`src/rtl/mac_seq_ctrl.sv`:
```
// Dot-product sequencer for one MAC: issues paired operand reads, clears then enables
// the MAC for len terms, captures the 8-bit MAC output and pulses done.
module mac_seq_ctrl #(
  parameter int ADDR_W = 4,
  parameter int LEN_W  = ADDR_W + 1
) (
  input  logic              clk,
  input  logic              rst,
  input  logic              start,
  input  logic [LEN_W-1:0]  len,
  input  logic [ADDR_W-1:0] base1,
  input  logic [ADDR_W-1:0] base2,
  output logic [ADDR_W-1:0] addr1,
  output logic [ADDR_W-1:0] addr2,
  output logic              mac_active,
  output logic              mac_clear,
  input  logic [7:0]        mac_val,
  output logic [7:0]        result,
  output logic              busy,
  output logic              done
);

  typedef enum logic [2:0] {
    S_IDLE,
    S_CLEAR,
    S_RUN,
    S_WAIT,
    S_DONE
  } state_t;

  state_t            state;
  logic [LEN_W-1:0]  len_q;
  logic [LEN_W-1:0]  k;
  logic [ADDR_W-1:0] base1_q;
  logic [ADDR_W-1:0] base2_q;
  logic [ADDR_W-1:0] off;
  logic              last_term;

  assign last_term = (k == len_q - LEN_W'(1));

  // RUN cycle k prefetches term k+1; CLEAR (and all other states) present offset 0.
  assign off   = (state == S_RUN) ? ADDR_W'(k + LEN_W'(1)) : '0;
  assign addr1 = base1_q + off;
  assign addr2 = base2_q + off;

  always_ff @(posedge clk) begin
    if (rst) begin
      state      <= S_IDLE;
      len_q      <= '0;
      k          <= '0;
      base1_q    <= '0;
      base2_q    <= '0;
      result     <= '0;
      mac_active <= 1'b0;
      mac_clear  <= 1'b0;
      busy       <= 1'b0;
      done       <= 1'b0;
    end else begin
      case (state)
        S_IDLE: begin
          if (start) begin
            len_q     <= len;
            base1_q   <= base1;
            base2_q   <= base2;
            k         <= '0;
            mac_clear <= 1'b1;
            busy      <= 1'b1;
            state     <= S_CLEAR;
          end
        end
        S_CLEAR: begin
          mac_clear <= 1'b0;
          if (len_q == '0) begin
            state <= S_WAIT;
          end else begin
            mac_active <= 1'b1;
            state      <= S_RUN;
          end
        end
        S_RUN: begin
          k <= k + LEN_W'(1);
          if (last_term) begin
            mac_active <= 1'b0;
            state      <= S_WAIT;
          end
        end
        S_WAIT: begin
          // mac_val has absorbed the final term by now.
          result <= mac_val;
          done   <= 1'b1;
          state  <= S_DONE;
        end
        S_DONE: begin
          done  <= 1'b0;
          busy  <= 1'b0;
          state <= S_IDLE;
        end
        default: begin
          mac_active <= 1'b0;
          mac_clear  <= 1'b0;
          busy       <= 1'b0;
          done       <= 1'b0;
          state      <= S_IDLE;
        end
      endcase
    end
  end

endmodule

```
`config.mk`:
```
export PLATFORM = sky130hd
export DESIGN_NAME = mac_seq_ctrl
export DESIGN_NICKNAME = d
export VERILOG_FILES = /design/src/rtl/mac_seq_ctrl.sv
export SDC_FILE = /design/constraint.sdc
export NUM_CORES = 1
export LEC_CHECK = 0
export CELL_PAD_IN_SITES_DETAIL_PLACEMENT = 1
export CELL_PAD_IN_SITES_GLOBAL_PLACEMENT = 1
export CORE_UTILIZATION = 35
export DETAILED_ROUTE_END_ITERATION = 16
export HOLD_SLACK_MARGIN = 0.15
export PLACE_DENSITY_LB_ADDON = 0.1
export SYNTH_ARGS = -nofsm -noshare
export SYNTH_HDL_FRONTEND = slang
export SYNTH_SLANG_ARGS = --single-unit
```
`constraint.sdc`:
```
create_clock -name clk -period 3 [get_ports clk]
set_clock_uncertainty 0.05 [all_clocks]
set_input_delay 0.75 -clock clk [delete_from_list [all_inputs] [get_ports clk]]
set_output_delay 0.75 -clock clk [all_outputs]
set_load 0.05 [all_outputs]
```
==> flow_metrics.tcl <==
set metrics [dict create \
    outcome "completed" \
    required_ns 2.20 \
    setup-tns-final_ns 0 \
    synth_seq_cells 33 \
    io-pin-count 44 \
    final_common_cell "nand2_1" \
    netlist_instances 203 \
    synth-async-reset-ratio_pct 0 \
    portBuffers 43 \
    fmax_mhz 335 \
    ir_drop_uv 444 \
    yosys.cell_types.count 35 \
    vias_per_cell 5.28 \
    avgSynthCellArea_um2 8.28 \
    p_total_mw 2.10 \
    root_buffer "clkbuf_8" \
    clock_latency_ns 0.29 \
    whs_ns 0.412 \
    cap_violations 0 \
    antenna_left 0 \
    synth_edf_count 0 \
    critPathCaptureType "primary output" \
    place_hpwl_mm 3.52 \
    fill_cells 511 \
    tightest_slew_ns 0.705 \
    overflow 0 \
    netlist_area_um2 1680 \
    powerDensity_nw_per_um2 829 \
    final_cell_mix "36 x nand2_1, 35 x clkdlybuf4s50_1, 31 x a21oi_1, 28 x dfxtp_1, 12 x buf_4" \
    drt-pass1-iter-count 4 \
    start_util_pct 37.6 \
    core_area_um2 4470 \
    ys.flop_type "dfxtp_1" \
    grt_pass1_wl_mm 8.15 \
    grt_usage_pct 20.9 \
    total_leakage_power_nw 0.972 \
    yosysSeqAreaShare_pct 39.3 \
    diodes 0 \
    clock-sinks 33 \
    period_minus_slack_ns 2.98 \
    synth_top_area_share_pct 39.3 \
    ys_top_cells_by_area "dfxtp_1 39%, a21oi_1 9.8%, nand2_1 8.3%" \
    vias 1605 \
    path_clk_slew_ns 0.07 \
    dieWidth_um 71.3 \
    synthToLayoutAreaGrowth_pct 50.5 \
    antenna_found_initial 0 \
    grt_max_degree 19 \
    nets 285 \
    wl_per_cell_um 16.3 \
    synth_fp_nets 237 \
    hold_violations 0 \
    grt_pass1_vias 1669 \
    arrival_ns 2.18 \
    rsz0062_at_grt "yes" \
    path_max_fanout 3 \
    htreeDepth 2 \
    cts_tree "yes" \
    setup_violations 0 \
    hp-class "register to register" \
    drcViolationCount 0 \
    drt_iter0_drc 28 \
    clockBufferDepth 2 \
    drive_gt1_share_pct 22.6 \
    yosysTopAreaCell "dfxtp_1" \
    dieArea_um2 5090 \
    cp-start-kind "register" \
    yosysWarnings 0 \
    gp_congestion 0.738 \
    routed_wl_mm 4.97 \
    maxSlewViolCount 0 \
    ctsHoldBuffers 0 \
    relSlewSlack_pct 52.9 \
    rows 24 \
    path_class "register to primary output" \
    finalCritPeriodShare_pct 99.4 \
    cts_made_buffers 5 \
    die_h_um 71.3 \
]
per-layer routing:
layer	track usage (%)	vias up	wire length, um
li1	-	776	-
met1	24.8	775	2110
met2	37.2	46	2540
met3	5.06	8	253
met4	6.44	0	69
met5	0	-	0
worst paths after layout:
check,slack [ns],cells after the start,startpoint,to
setup / recovery,0.02,8,state[2]$_SDFFE_PP0P_,addr2[3]
hold / removal,0.41,2,result[7]$_SDFFE_PP0P_,result[7]$_SDFFE_PP0P_
setup reg to reg,1.25,6,len_q[0]$_SDFFE_PP0P_,mac_active$_SDFFE_PP0P_
hold reg to reg,0.41,2,result[7]$_SDFFE_PP0P_,result[7]$_SDFFE_PP0P_
report_power, final:
group          internal, mW  switching, mW  leakage [nW]  total [mW]
clock                 0.330          0.170        0.0681       0.501
sequential            0.520         0.0758         0.271       0.596
combinational         0.401          0.600         0.633        1.00
repair_timing:
action                                  4_1_cts  5_1_grt
endpoints found under the setup margin        6        6
gates cloned                                  0        0
gates resized for setup                      25        4
pin swaps                                    10        9
buffers inserted                              1        1
layout make-up:
cell class / count / area, um^2 / area share, %
repair buffers: 53 / 561 / 22.1
well taps: 52 / 65.1 / 2.57
inverters: 11 / 41.3 / 1.63
flip-flops and latches: 33 / 669 / 26.4
clock buffers: 5 / 68.8 / 2.72
multi-input cells: 147 / 1060 / 41.9
clock inverters: 3 / 65.1 / 2.57
synthesized netlist by cell type, types with 2 or more instances:
cell type,count
clkbuf_1,6
o21ai_0,4
buf_2,3
ha_1,8
o311ai_0,2
buf_4,2
xor2_1,5
nand3_1,10
nand2_1,37
dfxtp_1,33
inv_1,11
xnor2_1,9
nand2b_1,4
a21o_1,2
nand3b_1,2
or3_1,2
a21oi_1,33
a211oi_1,2
fa_1,2
nor2_1,11
per-stage QoR:
step	utilization [%]	instance area [um^2]	cells	setup WS (ns)
final	56.6	2530	304	0.0175
after global routing	56.6	2530	304	-0.0576
after CTS	55.9	2500	303	-0.0308
after detailed placement	50.5	2260	294	0.109
after global placement	50.5	2260	294	0.178
after floorplan	-	1710	203	0.0455
state kept, by name (all words and copies together) (netlist names), 3 cells and up:
register  cells
base2_q       4
k             5
len_q         5
state         3
base1_q       4
result        8
worst max-delay path, stage by stage (launching register included):
cell	delay, ns
dfxtp_2	0.34
or3b_4	0.44
nor2_4	0.19
ha_4	0.16
a21o_1	0.16
a21oi_4	0.07
xor2_2	0.19
xnor2_2	0.19
buf_12	0.16
kinds of logic after synthesis:
kind of cell	synth area share, %
and+or+nand+nor	22.5
AOI/OAI and AO/OA	16.4
DFF	39.3
buffers and inverters	6.25
xor gates and xnor gates	7.29
adders and majority gates	8.33
(Power assumes the default switching activity.)
